## config.mk

```make
export PLATFORM = sky130hd
export DESIGN_NAME = disp_task_sequencer
export DESIGN_NICKNAME = d
export VERILOG_FILES = /design/src/rtl/disp_task_sequencer.sv
export SDC_FILE = /design/constraint.sdc
export NUM_CORES = 1
export LEC_CHECK = 0
export CORE_MARGIN = 3
export CORE_UTILIZATION = 43
export CTS_CLUSTER_SIZE = 28
export DETAILED_ROUTE_END_ITERATION = 7
export HOLD_SLACK_MARGIN = 0.06
export PLACE_DENSITY_LB_ADDON = 0.2
export SETUP_SLACK_MARGIN = 0.2
export SYNTH_ARGS = -nofsm -noshare
export SYNTH_HDL_FRONTEND = slang
export SYNTH_SLANG_ARGS = --single-unit
```

## constraint.sdc

```tcl
create_clock -name clkSYS -period 1.69 [get_ports clkSYS]
set_input_delay 0.507 -clock clkSYS [delete_from_list [all_inputs] [get_ports clkSYS]]
set_output_delay 0.507 -clock clkSYS [all_outputs]
set_load 0.05 [all_outputs]
```

## src/rtl/disp_task_sequencer.sv

```systemverilog
// Frame scheduler for the display pipeline: runs enabled draw tasks in index order, then requests a buffer swap.
// Optional per-task watchdog enabled by defining DISP_SEQ_TIMEOUT_EN.
//
// state      | meaning
// SWAP_WAIT  | waiting for swap_done from the buffer-swap block (reset state)
// HALT       | frame boundary hold while halt is high; busy low
// SCAN       | one cycle per index, checks the latched enable bit
// WAIT       | task task_idx running, waiting for its done pulse
// SWAP_ISSUE | swap_start pulse for one cycle
module disp_task_sequencer #(
   parameter int N       = 4,
   parameter int TW      = 16,
   parameter int TIMEOUT = 'hffff,
   localparam int IW     = (N > 1) ? $clog2(N) : 1
) (
   input  logic          clkSYS,
   input  logic          n_reset,
   input  logic [N-1:0]  en,
   input  logic          halt,
   output logic [N-1:0]  start,
   input  logic [N-1:0]  done,
   output logic          swap_start,
   input  logic          swap_done,
   output logic          busy,
   output logic [IW-1:0] task_idx,
   output logic [15:0]   frame_cnt,
   output logic [N-1:0]  timeout
);

   typedef enum logic [2:0] {
      S_SWAP_WAIT,
      S_HALT,
      S_SCAN,
      S_WAIT,
      S_SWAP_ISSUE
   } state_t;

   state_t        state, state_nxt;
   logic [IW-1:0] idx_nxt;
   logic [N-1:0]  en_lat, en_lat_nxt;
   logic [15:0]   frame_nxt;
   logic [N-1:0]  start_nxt;
   logic          swap_nxt;
   logic [N-1:0]  to_nxt;
   logic          last_idx;
   logic          start_cycle;
   logic          accept;
   logic          expire;

`ifdef DISP_SEQ_TIMEOUT_EN
   logic [TW-1:0] wd_cnt, wd_nxt;
`endif

   assign last_idx    = (task_idx == IW'(N - 1));
   // start is high only on the WAIT entry cycle; a done seen then belongs to the previous run
   assign start_cycle = |start;

   always_comb begin
      state_nxt  = state;
      idx_nxt    = task_idx;
      en_lat_nxt = en_lat;
      frame_nxt  = frame_cnt;
      start_nxt  = '0;
      swap_nxt   = 1'b0;
      to_nxt     = timeout;
      accept     = 1'b0;
      expire     = 1'b0;
`ifdef DISP_SEQ_TIMEOUT_EN
      wd_nxt     = wd_cnt;
`endif
      case (state)
         S_SWAP_WAIT, S_HALT: begin
            if ((state == S_SWAP_WAIT) ? (swap_done && halt) : 1'b0) begin
               state_nxt = S_HALT;
            end else if ((state == S_SWAP_WAIT) ? swap_done : !halt) begin
               en_lat_nxt = en;
               frame_nxt  = frame_cnt + 16'd1;
               idx_nxt    = '0;
               state_nxt  = S_SCAN;
            end
         end
         S_SCAN: begin
            if (en_lat[task_idx]) begin
               state_nxt           = S_WAIT;
               start_nxt[task_idx] = 1'b1;
`ifdef DISP_SEQ_TIMEOUT_EN
               wd_nxt              = '0;
`endif
            end else if (last_idx) begin
               state_nxt = S_SWAP_ISSUE;
               swap_nxt  = 1'b1;
            end else begin
               idx_nxt = task_idx + IW'(1);
            end
         end
         S_WAIT: begin
            accept = done[task_idx] && !start_cycle;
`ifdef DISP_SEQ_TIMEOUT_EN
            expire = (wd_cnt == TW'(TIMEOUT - 1));
            wd_nxt = wd_cnt + TW'(1);
            if (expire && !accept) to_nxt[task_idx] = 1'b1;
`endif
            if (accept || expire) begin
               if (last_idx) begin
                  state_nxt = S_SWAP_ISSUE;
                  swap_nxt  = 1'b1;
               end else begin
                  idx_nxt   = task_idx + IW'(1);
                  state_nxt = S_SCAN;
               end
            end
         end
         S_SWAP_ISSUE: state_nxt = S_SWAP_WAIT;
         default:      state_nxt = S_SWAP_WAIT;
      endcase
   end

   always_ff @(posedge clkSYS or negedge n_reset) begin
      if (!n_reset) begin
         state      <= S_SWAP_WAIT;
         task_idx   <= '0;
         en_lat     <= '0;
         frame_cnt  <= '0;
         start      <= '0;
         swap_start <= 1'b0;
         busy       <= 1'b1;
         timeout    <= '0;
      end else begin
         state      <= state_nxt;
         task_idx   <= idx_nxt;
         en_lat     <= en_lat_nxt;
         frame_cnt  <= frame_nxt;
         start      <= start_nxt;
         swap_start <= swap_nxt;
         busy       <= (state_nxt != S_HALT);
         timeout    <= to_nxt;
      end
   end

`ifdef DISP_SEQ_TIMEOUT_EN
   always_ff @(posedge clkSYS or negedge n_reset) begin
      if (!n_reset) wd_cnt <= '0;
      else          wd_cnt <= wd_nxt;
   end
`endif

endmodule

```

==> out/summary.log, run 1 <==
qor: synthesis.synth_compound_gate_area_share 4.30%
qor: grt.vias_in_the_first_global_route 1233
qor: floorplanning.ios 40
qor: setup_path.critical_path.reg2reg.startpoint task_idx[0]
qor: final_layout.drive_gt1_share 57.4%
qor: power_and_ir_drop.worst_ir_drop_vdd 1.09 mV
qor: sta.worstMarginPinSlew 0.516 ns
qor: grt.wire_length_of_the_first_global_routing_pass 5520 microns
qor: clock_tree.clk_latency 0.34 ns
qor: synthesis.post_synth_xor_area_fraction 8.85%
qor: sta.finClkSkew 0.00865 ns
qor: synthesis.synth-adder-area-share 4.22%
qor: sta.min_period_over_period 104%
qor: run_status.violations setup timing
qor: grt.antenna_violations_before_repair 0
qor: final_layout.areaGrowthSynthToFinish 72.9%
qor: synthesis.dominantRegCellSynth sky130_fd_sc_hd__dfrtp_1
qor: floorplanning.die_h 64.7 microns
qor: detailed_routing.drt-pass1-iter-count 4
qor: clock_tree.cts_buffers 5
qor: sta.finalSetupViolCount 5
qor: detailed_routing.avgRoutedWirePerCell 16.5 microns
qor: detailed_routing.first_iteration_detailed_routing_drc_count 53
qor: power_and_ir_drop.powerDensity 1590 nW/um^2
qor: synthesis.post_synth.cell_area_avg 12.3 sq um
qor: sta.hold_viol 0
qor: sta.fin_worst_hold_slack 0.411 ns
qor: setup_path.timing_worst_setup_path_type reg2reg
qor: sta.post-route-min-period 1.76 ns
qor: sta.max_slew_margin_vs_limit 65.3%
qor: setup_path.critical_path.startpoint_type flip-flop
qor: final_layout.final_common_cell sky130_fd_sc_hd__buf_4
qor: power_and_ir_drop.cellLeakagePower 0.00112 uW
qor: detailed_routing.drc 0
qor: synthesis.largest_family_of_logic_cells_by_synthesized_area simple AND/OR/NAND/NOR gates
qor: final_layout.n_fill_cell 191
qor: floorplanning.die_width 64.7 microns
qor: clock_tree.number_of_clock_sinks 31
qor: sta.setup_repair_after_global_routing_missed_its_margin yes
qor: clock_tree.cts_root_buf sky130_fd_sc_hd__clkbuf_4
qor: grt.pin_count_of_the_biggest_net_entering_global_routing 20
qor: synthesis.netlist_area 1480 sq um
qor: detailed_routing.dr_total_vias 1256
qor: clock_tree.cts-root-to-sink-buffers 2
qor: synthesis.yosys_warnings 0
qor: setup_path.worst-path-max-fanout 4
qor: synthesis.share_of_synthesized_area_occupied_by_flip_flops_and_latches 52.4%
qor: synthesis.yosys.cell_types.count 36
qor: synthesis.ys_seq_elements 31
qor: sta.final_critical_path_setup_slack -0.0719 ns
qor: flow_run.timing.max_cap.violations 0
qor: grt.gr-usage-all-layers 17.6%
qor: floorplanning.initial_utilization 46.7%
qor: placed_design.place.detailed.hpwl 2370 microns
qor: clock_tree.cts_hold_buf 0
qor: run_status.outcome finished, violations left
qor: setup_path.r2r-end state[1]
qor: floorplanning.floorplan.die_area 4190 sq um
qor: synthesis.synth_area_leader_cell sky130_fd_sc_hd__dfrtp_1
qor: detailed_routing.routed_via_density 5.26
qor: synthesis.async_reset_ff_share 100%
qor: setup_path.timing.reg2reg.setup_slack -0.07 ns
qor: detailed_routing.wl 3950 microns
qor: final_layout.layout.area.seq 797 sq um
qor: hold_path.worstHoldPathType in2async
qor: placed_design.place.port_buffers 35
qor: setup_path.required 1.90 ns
qor: sta.max_freq 0.568 GHz
qor: final_layout.diodes 0
qor: final_layout.finish.net_count 211
qor: clock_tree.tritoncts built
qor: clock_tree.clock_tree.htree_level_count 2
qor: setup_path.arrival_time_worst_endpoint 1.97 ns
qor: setup_path.timing.reg2reg.worst_path_depth 5
qor: synthesis.syn-instance-count 121
qor: synthesis.post-synth-top-area-fraction 50.6%
qor: synthesis.synth_area_leaders sky130_fd_sc_hd__dfrtp_1 51%, sky130_fd_sc_hd__xnor2_1 7.1%, sky130_fd_sc_hd__mux2_2 4.6%
qor: grt.gr-total-overflow 0
qor: placed_design.gp_congestion 0.915
qor: detailed_routing.detail-route-antenna-nets 0
qor: synthesis.edff_count_synth 0
qor: floorplanning.rows 20
qor: final_layout.multiInputGateArea 802 sq um
qor: synthesis.yosys.area_share.simple 19.1%
qor: clock_tree.clk_pin_slew 0.10 ns
qor: final_layout.layout.cells.most_common_list 31 x sky130_fd_sc_hd__buf_4, 25 x sky130_fd_sc_hd__buf_12, 16 x sky130_fd_sc_hd__dfrtp_2
qor: sta.finalMaxSlewViolations 0
qor: setup_path.endpoint_kind flip-flop
qor: placed_design.pre_cts_ws -0.514 ns
qor: synthesis.muxShareOfSynthArea 7.84%
qor: floorplanning.core-area 3180 sq um
==> sequential cells by signal (all words and copies together), names as in the netlist <==
name / count
swap_start: 1
start: 4
state: 3
en_lat: 4
busy: 1
frame_cnt: 16
task_idx: 2
==> kinds of logic (layout without fill, tap and decap cells) <==
| kind of cell | count (synthesis) | after routing |
|---|---|---|
| xor gates and xnor gates | 15 | 15 |
| buffers and inverters | 8 | 79 |
| other | 1 | 4 |
| DFF | 31 | 31 |
| adders and majority gates | 5 | 5 |
| muxes | 8 | 8 |
| AOI/OAI and AO/OA | 10 | 10 |
| and+or+nand+nor | 43 | 43 |
==> Yosys cell counts (all sizes together), types with 3 or more instances <==
cell / number
dfrtp: 30
mux2: 6
buf: 4
and3: 4
o21ai: 6
nor4: 3
inv: 3
and2: 5
nand3: 6
xnor2: 12
nand2: 8
xor2: 3
ha: 5
nor2: 4
==> critical path: stages, from the launching register on <==
cell and delay, ns:
sky130_fd_sc_hd__dfrtp_2 0.42, sky130_fd_sc_hd__buf_4 0.13, sky130_fd_sc_hd__mux4_2 0.50, sky130_fd_sc_hd__nor3b_1 0.18, sky130_fd_sc_hd__a311oi_1 0.26, sky130_fd_sc_hd__o21ai_0 0.14
==> final cells by class <==
| type | instances | share of cell area [%] |
|---|---|---|
| clock buffers | 5 | 1.46 |
| flip-flops and latches | 31 | 31.1 |
| well taps | 44 | 2.15 |
| inverters | 3 | 0.439 |
| clock inverters | 3 | 0.585 |
| multi-input cells | 85 | 31.3 |
| repair buffers | 68 | 33.1 |
==> worst max path at each step <==
| stage | slack [ns] | start | end |
|---|---|---|---|
| floorplan | -0.16 | task_idx[0] | task_idx[0] |
| CTS | -0.06 | task_idx[0] | task_idx[1] |
| global route | -0.10 | task_idx[0] | state[1] |
| global placement | -0.43 | done[3] | task_idx[0] |
| finish | -0.07 | task_idx[0] | state[1] |
| detailed placement | -0.51 | done[3] | task_idx[0] |
==> timing repair <==
action | CTS | global route
endpoints found under the setup margin | 35 | 39
gates resized for setup | 15 | 19
pin swaps | 9 | 10
setup buffers | 9 | 15
==> per-stage QoR <==
| stage | setup TNS (ns) | area, sq um | total power (uW) | std cells | utilization [%] |
|---|---|---|---|---|---|
| 2_1_floorplan | -0.691 | 1560 | 2320 | 124 | - |
| 4_1_cts | -0.0581 | 2390 | 3780 | 224 | 75.2 |
| 3_5_place_dp | -7.07 | 2250 | 3200 | 207 | 70.9 |
| 5_1_grt | -0.444 | 2570 | 4300 | 239 | 80.7 |
| 3_3_place_gp | -6.31 | 2250 | 3130 | 207 | 70.9 |
| 6_report | -0.152 | 2570 | 4080 | 239 | 80.7 |
==> report_power, final <==
| group | switching (uW) | internal (uW) |
|---|---|---|
| clock network | 275 | 154 |
| registers | 266 | 965 |
| logic | 1190 | 1230 |
| total | 1730 | 2350 |
==> metal layers <==
| layer | vias up | wire length [microns] | part of all wire (%) | GRT usage (%) |
|---|---|---|---|---|
| li1 | 561 | - | - | - |
| met1 | 612 | 1510 | 38 | 19.3 |
| met2 | 64 | 2040 | 52 | 29.9 |
| met3 | 19 | 244 | 6.2 | 6.93 |
| met4 | 0 | 153 | 3.9 | 7.92 |
| met5 | - | 0 | 0 | 0 |
Note: power is estimated with default switching activity, not from simulation.
==> inputs of run 2 (changes only) <==
--- a/config.mk
+++ b/config.mk
@@ -10,7 +10,7 @@
 export CTS_CLUSTER_SIZE = 28
 export DETAILED_ROUTE_END_ITERATION = 7
 export HOLD_SLACK_MARGIN = 0.06
-export PLACE_DENSITY_LB_ADDON = 0.2
+export PLACE_DENSITY = 0.82
 export SETUP_SLACK_MARGIN = 0.2
 export SYNTH_ARGS = -nofsm -noshare
 export SYNTH_HDL_FRONTEND = slang
==> run 2 against run 1 <==
The flow still finishes with violations (setup timing). Final cell count unchanged. First-iteration DRC count up 5.7%. Utilization up 3.0 points. Count of clock-buffer cells in the layout up 2. Flip-flop and latch count stayed put. Worst setup slack worse by 0.0088 ns. Die area is the same. Combinational power grew 8.7%. Largest power group unchanged.
==> out/summary.log, run 2 (synthesis results as in run 1) <==
qor: power_and_ir_drop.share_comb_of_total_power 61.2% [+1.8 points]
qor: detailed_routing.drt-pass1-iter-count 4 [unchanged]
qor: grt.vias_in_the_first_global_route 1204 [-2.4%]
qor: sta.finClkSkew 0.00518 ns [-0.00347 ns]
qor: sta.min_period_over_period 105% [+0.52 points]
qor: final_layout.drive_gt1_share 61.5% [+4.1 points]
qor: sta.finalSetupViolCount 5 [unchanged]
qor: final_layout.areaGrowthSynthToFinish 79.3%
qor: detailed_routing.avgRoutedWirePerCell 18.0 microns [+8.8%]
qor: floorplanning.die_h 64.7 microns [unchanged]
qor: final_layout.largest_registers frame_cnt x16, en_lat x4, start x4
qor: setup_path.critical_path.startpoint_type flip-flop
qor: clock_tree.clock_tree.htree_level_count 2 [unchanged]
qor: final_layout.final_common_cell sky130_fd_sc_hd__buf_12
qor: clock_tree.clk_pin_slew 0.09 ns [about the same]
qor: floorplanning.die_width 64.7 microns [unchanged]
qor: grt.antenna_violations_before_repair 0 [unchanged]
qor: clock_tree.clk_latency 0.34 ns [about the same]
qor: run_status.violations setup timing
qor: placed_design.gp_congestion 0.901 [-1.6%]
qor: final_layout.finish.net_count 211 [unchanged]
qor: power_and_ir_drop.power.internal 2510 uW [+6.7%]
qor: final_layout.registers.top_by_ff_count frame_cnt
qor: grt.gr-usage-all-layers 17.8% [+0.20 points]
qor: floorplanning.core-area 3180 sq um [unchanged]
qor: power_and_ir_drop.pwr-share-clk 9.7% [-0.8 points]
qor: grt.pin_count_of_the_biggest_net_entering_global_routing 32 [+60%]
qor: clock_tree.cts-root-to-sink-buffers 2 [unchanged]
qor: placed_design.place.detailed.hpwl 2390 microns [+0.51%]
qor: final_layout.layout.cells.most_common_list 25 x sky130_fd_sc_hd__buf_12, 23 x sky130_fd_sc_hd__buf_4, 17 x sky130_fd_sc_hd__dfrtp_2
qor: power_and_ir_drop.netSwitchingFraction 41.6% [-0.83 points]
qor: floorplanning.rows 20 [unchanged]
qor: sta.fin_worst_hold_slack 0.500 ns [+0.0887 ns]
qor: setup_path.endpoint_kind flip-flop
qor: setup_path.arrival_time_worst_endpoint 1.98 ns [about the same]
qor: sta.setup_repair_after_global_routing_missed_its_margin yes
qor: detailed_routing.first_iteration_detailed_routing_drc_count 56 [+5.7%]
qor: final_layout.postLayoutCellArea 2660 sq um [+3.7%]
qor: detailed_routing.wl 4300 microns [+8.8%]
qor: detailed_routing.detail-route-antenna-nets 0 [unchanged]
qor: sta.max_freq 0.565 GHz [-0.50%]
qor: floorplanning.initial_utilization 46.7% [unchanged]
qor: clock_tree.tritoncts built
qor: sta.finalMaxSlewViolations 0 [unchanged]
qor: clock_tree.cts_root_buf sky130_fd_sc_hd__clkbuf_4
qor: power_and_ir_drop.worst_ir_drop_vdd 1.05 mV [-3.5%]
qor: setup_path.required 1.90 ns [about the same]
qor: setup_path.timing_worst_setup_path_type reg2reg
qor: final_layout.max_ffs_per_register 16 [unchanged]
qor: floorplanning.ios 40 [unchanged]
qor: sta.hold_viol 0 [unchanged]
qor: detailed_routing.dr_total_vias 1256 [unchanged]
qor: flow_run.timing.max_cap.violations 0 [unchanged]
qor: setup_path.worst-path-max-fanout 7 [+3]
qor: run_status.outcome finished, violations left
qor: clock_tree.cts_buffers 5 [unchanged]
qor: clock_tree.number_of_clock_sinks 31 [unchanged]
qor: detailed_routing.routed_via_density 5.26 [unchanged]
qor: sta.final_critical_path_setup_slack -0.0807 ns [-0.00879 ns]
qor: detailed_routing.drc 0 [unchanged]
qor: final_layout.diodes 0 [unchanged]
qor: power_and_ir_drop.cellLeakagePower 0.00122 uW [+8.8%]
qor: grt.wire_length_of_the_first_global_routing_pass 5580 microns [+1.0%]
qor: power_and_ir_drop.powerDensity 1610 nW/um^2 [+1.5%]
qor: placed_design.place.port_buffers 35 [unchanged]
qor: hold_path.worstHoldPathType in2reg
qor: power_and_ir_drop.seq_pwr_share 29.1% [-1.0 points]
qor: grt.gr-total-overflow 0 [unchanged]
qor: power_and_ir_drop.p_switching 1790 uW [+3.2%]
qor: placed_design.place_area 2230 sq um [-1.0%]
qor: floorplanning.floorplan.die_area 4190 sq um [unchanged]
qor: sta.post-route-min-period 1.77 ns [+0.00879 ns]
run 2: final cells by class:
type | count | area [sq um]
Fill cell | 161 | 517
Clock inverter | 1 | 5.00
Clock buffer | 7 | 45.0
Sequential cell | 31 | 798
Timing Repair Buffer | 68 | 877
Multi-Input combinational cell | 85 | 870
Tap cell | 44 | 55.1
Inverter | 3 | 11.3
run 2: worst max-delay path, cell delays in order (launching register included):
cell and delay [ns]:
sky130_fd_sc_hd__dfrtp_2 0.46, sky130_fd_sc_hd__buf_4 0.18, sky130_fd_sc_hd__ha_1 0.30, sky130_fd_sc_hd__mux2_2 0.32, sky130_fd_sc_hd__o21ai_0 0.24, sky130_fd_sc_hd__o311ai_2 0.14
run 2: power by group through the flow:
stage                     Combinational, uW  Sequential, uW  Clock, uW
after floorplan                         723            1590          0
after global placement                 1830            1250          0
after detailed placement               1900            1270          0
after CTS                              2100            1230        418
after global routing                   2750            1290        459
final                                  2630            1250        419
run 2: worst paths after layout:
| check | from | end | slack, ns | depth (start not counted) |
|---|---|---|---|---|
| max in group asynchronous | n_reset | busy | 0.92 | 2 |
| min | halt | busy | 0.50 | 2 |
| max | task_idx[0] | task_idx[0] | -0.08 | 5 |
| min reg2reg | en_lat[3] | en_lat[3] | 0.53 | 1 |
| min in group asynchronous | n_reset | en_lat[0] | 0.53 | 2 |
| max reg2reg | task_idx[0] | task_idx[0] | -0.08 | 5 |
run 2: per-layer routing:
layer / GRT usage [%] / vias to the layer above / routed length [microns]
li1: - / 568 / -
met1: 19.9 / 627 / 1660
met2: 30.7 / 52 / 2290
met3: 5.55 / 9 / 237
met4: 8.44 / 0 / 120
met5: 0 / - / 0
run 2: what timing repair did:
action	CTS	global route
buffers inserted	10	17
setup endpoints to repair	34	45
hold buffers	0	0
hold endpoints to repair	0	0
pin swaps	4	24
gates resized for setup	12	47
run 2: per-stage QoR:
step / cells / setup TNS, ns / power [uW] / worst slack, ns / util [%]
final: 239 / -0.187 / 4300 / -0.0807 / 83.7
after CTS: 222 / -0.175 / 3750 / -0.0764 / 74.4
after detailed placement: 204 / -7.06 / 3170 / -0.493 / 70.2
after floorplan: 124 / -0.691 / 2320 / -0.159 / -
after global placement: 204 / -6.62 / 3080 / -0.425 / 70.2
after global routing: 239 / -0.575 / 4500 / -0.172 / 83.7
==> inputs of run 3 (changes only) <==
--- a/config.mk
+++ b/config.mk
@@ -11,7 +11,7 @@
 export DETAILED_ROUTE_END_ITERATION = 7
 export HOLD_SLACK_MARGIN = 0.06
 export PLACE_DENSITY = 0.82
-export SETUP_SLACK_MARGIN = 0.2
+export SETUP_SLACK_MARGIN = 0.5
 export SYNTH_ARGS = -nofsm -noshare
 export SYNTH_HDL_FRONTEND = slang
 export SYNTH_SLANG_ARGS = --single-unit
==> run 3 against run 2 <==
The run still ends with setup timing left. Clock skew down 0.00058 ns. Global-route usage up 6.2 points. Critical path depth shrank 1. Sequential share of layout area shrank 2.3 points. Wire length grew 27%. Flip-flop and latch count unchanged. Critical endpoint is now state[0]. Largest cell class unchanged.
==> out/summary.log, run 3 (synthesis results as in run 1) <==
qor: floorplanning.floorplan.die_area 4190 sq um [unchanged]
qor: power_and_ir_drop.power.internal 2710 uW [+8.0%]
qor: run_status.violations setup timing
qor: clock_tree.cts_buffers 5 [unchanged]
qor: sta.finalMaxSlewViolations 0 [unchanged]
qor: detailed_routing.first_iteration_detailed_routing_drc_count 63 [+13%]
qor: final_layout.largest_registers frame_cnt x16, en_lat x4, start x4
qor: setup_path.timing_worst_setup_path_type reg2reg
qor: floorplanning.die_h 64.7 microns [unchanged]
qor: setup_path.crit_slowest_cell sky130_fd_sc_hd__mux4_2
qor: power_and_ir_drop.netSwitchingFraction 42.7% [+1.1 points]
qor: sta.hold_viol 0 [unchanged]
qor: hold_path.min_path_cells 2 [unchanged]
qor: power_and_ir_drop.cellLeakagePower 0.00133 uW [+8.4%]
qor: power_and_ir_drop.powerDensity 1640 nW/um^2 [+1.9%]
qor: grt.vias_in_the_first_global_route 1441 [+20%]
qor: detailed_routing.drc 0 [unchanged]
qor: grt.antenna_violations_before_repair 0 [unchanged]
qor: detailed_routing.wl 5480 microns [+27%]
qor: sta.finClkSkew 0.00460 ns [-0.000583 ns]
qor: grt.gr-total-overflow 0 [unchanged]
qor: grt.pin_count_of_the_biggest_net_entering_global_routing 20 [-38%]
qor: final_layout.layout.cells.most_common_list 36 x sky130_fd_sc_hd__buf_4, 26 x sky130_fd_sc_hd__buf_12, 15 x sky130_fd_sc_hd__dfrtp_1, 15 x sky130_fd_sc_hd__dfrtp_2, 8 x sky130_fd_sc_hd__buf_6
qor: grt.gr-usage-all-layers 24.0% [+6.2 points]
qor: detailed_routing.routed_via_density 5.42 [+3.1%]
qor: sta.setup_repair_after_global_routing_missed_its_margin yes
qor: final_layout.areaGrowthSynthToFinish 93.8%
qor: power_and_ir_drop.report.power.total 4730 uW [+10%]
qor: placed_design.dp_cells 209 [+2.5%]
qor: final_layout.drive_gt1_share 70.7% [+9.1 points]
qor: sta.post-route-min-period 1.74 ns [-0.0263 ns]
qor: setup_path.worst-path-max-fanout 5 [-2]
qor: setup_path.arrival_time_worst_endpoint 1.97 ns [about the same]
qor: final_layout.finalCoreUtilization 90.5% [+6.8 points]
qor: final_layout.final_common_cell sky130_fd_sc_hd__buf_4
qor: clock_tree.clock_tree.htree_level_count 2 [unchanged]
qor: final_layout.n_fill_cell 104 [-35%]
qor: clock_tree.clk_pin_slew 0.10 ns [about the same]
qor: grt.wire_length_of_the_first_global_routing_pass 7420 microns [+33%]
qor: setup_path.timing.reg2reg.worst_path_depth 4 [-1]
qor: flow_run.timing.max_cap.violations 0 [unchanged]
qor: detailed_routing.drt-pass1-iter-count 4 [unchanged]
qor: floorplanning.die_width 64.7 microns [unchanged]
qor: floorplanning.rows 20 [unchanged]
qor: clock_tree.clk_latency 0.33 ns [about the same]
qor: power_and_ir_drop.pwr-share-clk 9.8% [about the same]
qor: sta.fin_worst_hold_slack 0.377 ns [-0.123 ns]
qor: power_and_ir_drop.seq_pwr_share 26.3% [-2.8 points]
qor: setup_path.timing.reg2reg.setup_slack -0.05 ns [+0.03 ns]
qor: sta.finalSetupViolCount 6 [+1]
qor: final_layout.final_cell_count_no_fill 252 [+5.4%]
qor: floorplanning.ios 40 [unchanged]
qor: detailed_routing.dr_total_vias 1366 [+8.8%]
qor: placed_design.gp_congestion 0.905 [+0.48%]
qor: detailed_routing.detail-route-antenna-nets 0 [unchanged]
qor: final_layout.registers.top_by_ff_count frame_cnt
qor: setup_path.required 1.92 ns [+0.02 ns]
qor: setup_path.timing.critical_path.buf_inv 0 [-1]
qor: sta.max_freq 0.573 GHz [+1.5%]
qor: setup_path.critical-path-max-stage-delay 0.52 ns [+0.06 ns]
qor: final_layout.diodes 0 [unchanged]
qor: final_layout.max_ffs_per_register 16 [unchanged]
qor: setup_path.critical_path_cell_count 4 [-1]
qor: placed_design.place.port_buffers 35 [unchanged]
qor: sta.final_critical_path_setup_slack -0.0544 ns [+0.0263 ns]
qor: placed_design.place.detailed.hpwl 2580 microns [+8.3%]
qor: clock_tree.number_of_clock_sinks 31 [unchanged]
qor: sta.min_period_over_period 103% [-1.6 points]
qor: detailed_routing.avgRoutedWirePerCell 21.7 microns [+21%]
qor: setup_path.endpoint_kind flip-flop
qor: setup_path.critical_path.startpoint_type flip-flop
qor: clock_tree.tritoncts built
qor: run_status.outcome finished, violations left
qor: setup_path.path_delay_family multiplexers
qor: floorplanning.core-area 3180 sq um [unchanged]
qor: final_layout.finish.net_count 224 [+6.2%]
qor: power_and_ir_drop.worst_ir_drop_vdd 1.39 mV [+32%]
qor: placed_design.pre_cts_ws -0.501 ns [-0.00864 ns]
qor: clock_tree.cts_root_buf sky130_fd_sc_hd__clkbuf_4
qor: floorplanning.initial_utilization 46.7% [unchanged]
qor: power_and_ir_drop.share_comb_of_total_power 63.9% [+2.7 points]
qor: setup_path.cell_by_cell_trace_of_the_critical_path mux4_2 > and3_4 > or2_4 > o21ai_0
qor: hold_path.worstHoldPathType in2reg
qor: clock_tree.cts-root-to-sink-buffers 2 [unchanged]
qor: power_and_ir_drop.p_switching 2020 uW [+13%]
run 3: changes by cell type in the layout (fill, tap and decap cells not counted), moves of 3 or more:
| cell | before | now |
|---|---|---|
| sky130_fd_sc_hd__nand3_1 | 3 | 0 |
| sky130_fd_sc_hd__and2_1 | 1 | 4 |
| sky130_fd_sc_hd__buf_4 | 23 | 36 |
| sky130_fd_sc_hd__xnor2_2 | 3 | 6 |
| sky130_fd_sc_hd__and2_4 | 4 | 0 |
| sky130_fd_sc_hd__nand3_4 | 2 | 5 |
| sky130_fd_sc_hd__xnor2_1 | 9 | 6 |
run 3: final cells by class:
cell class	instances	area, sq um	area share [%]
clock buffer	7	55.1	1.91
sequential	31	796	27.7
multi-input combinational	85	973	33.8
clock inverter	1	5.00	0.174
timing repair buffer	81	981	34.1
tap	44	55.1	1.91
inverter	3	11.3	0.391
run 3: power groups by stage:
| stage | sequential (uW) | combinational [uW] | clock (uW) |
|---|---|---|---|
| floorplan | 1600 | 787 | 0 |
| global placement | 1250 | 1940 | 0 |
| detailed placement | 1260 | 2020 | 0 |
| CTS | 1210 | 2460 | 455 |
| global route | 1270 | 3140 | 498 |
| finish | 1240 | 3020 | 464 |
run 3: what timing repair did:
action / 4_1_cts / 5_1_grt
setup buffers: 26 / 9
resized for setup: 36 / 38
pin swaps: 21 / 25
hold buffers: 0 / 0
setup endpoints to repair: 54 / 54
run 3: worst register-to-register path: stages, from the launching register on:
cell	delay, ns
sky130_fd_sc_hd__dfrtp_2	0.44
sky130_fd_sc_hd__mux4_2	0.52
sky130_fd_sc_hd__and3_4	0.18
sky130_fd_sc_hd__or2_4	0.27
sky130_fd_sc_hd__o21ai_0	0.24
run 3: final timing paths:
path	endpoint	from
min in group asynchronous	start[2]	n_reset
min	busy	halt
max	state[0]	task_idx[0]
max in group asynchronous	frame_cnt[11]	n_reset
min reg2reg	en_lat[1]	en_lat[1]
max reg2reg	state[0]	task_idx[0]
run 3: metrics by stage:
| step | setup TNS [ns] | instance area, sq um |
|---|---|---|
| 6_report | -0.177 | 2880 |
| 3_5_place_dp | -6.85 | 2300 |
| 4_1_cts | -0.0750 | 2640 |
| 5_1_grt | -0.506 | 2880 |
| 3_3_place_gp | -6.46 | 2300 |
| 2_1_floorplan | -0.691 | 1600 |
run 3: metal layers:
layer | track usage (%) | part of all wire, % | vias up
li1 | - | - | 588
met1 | 28.2 | 38 | 714
met2 | 40.9 | 55 | 51
met3 | 4.16 | 4.1 | 13
met4 | 14.0 | 2.3 | 0
met5 | 0 | 0 | -
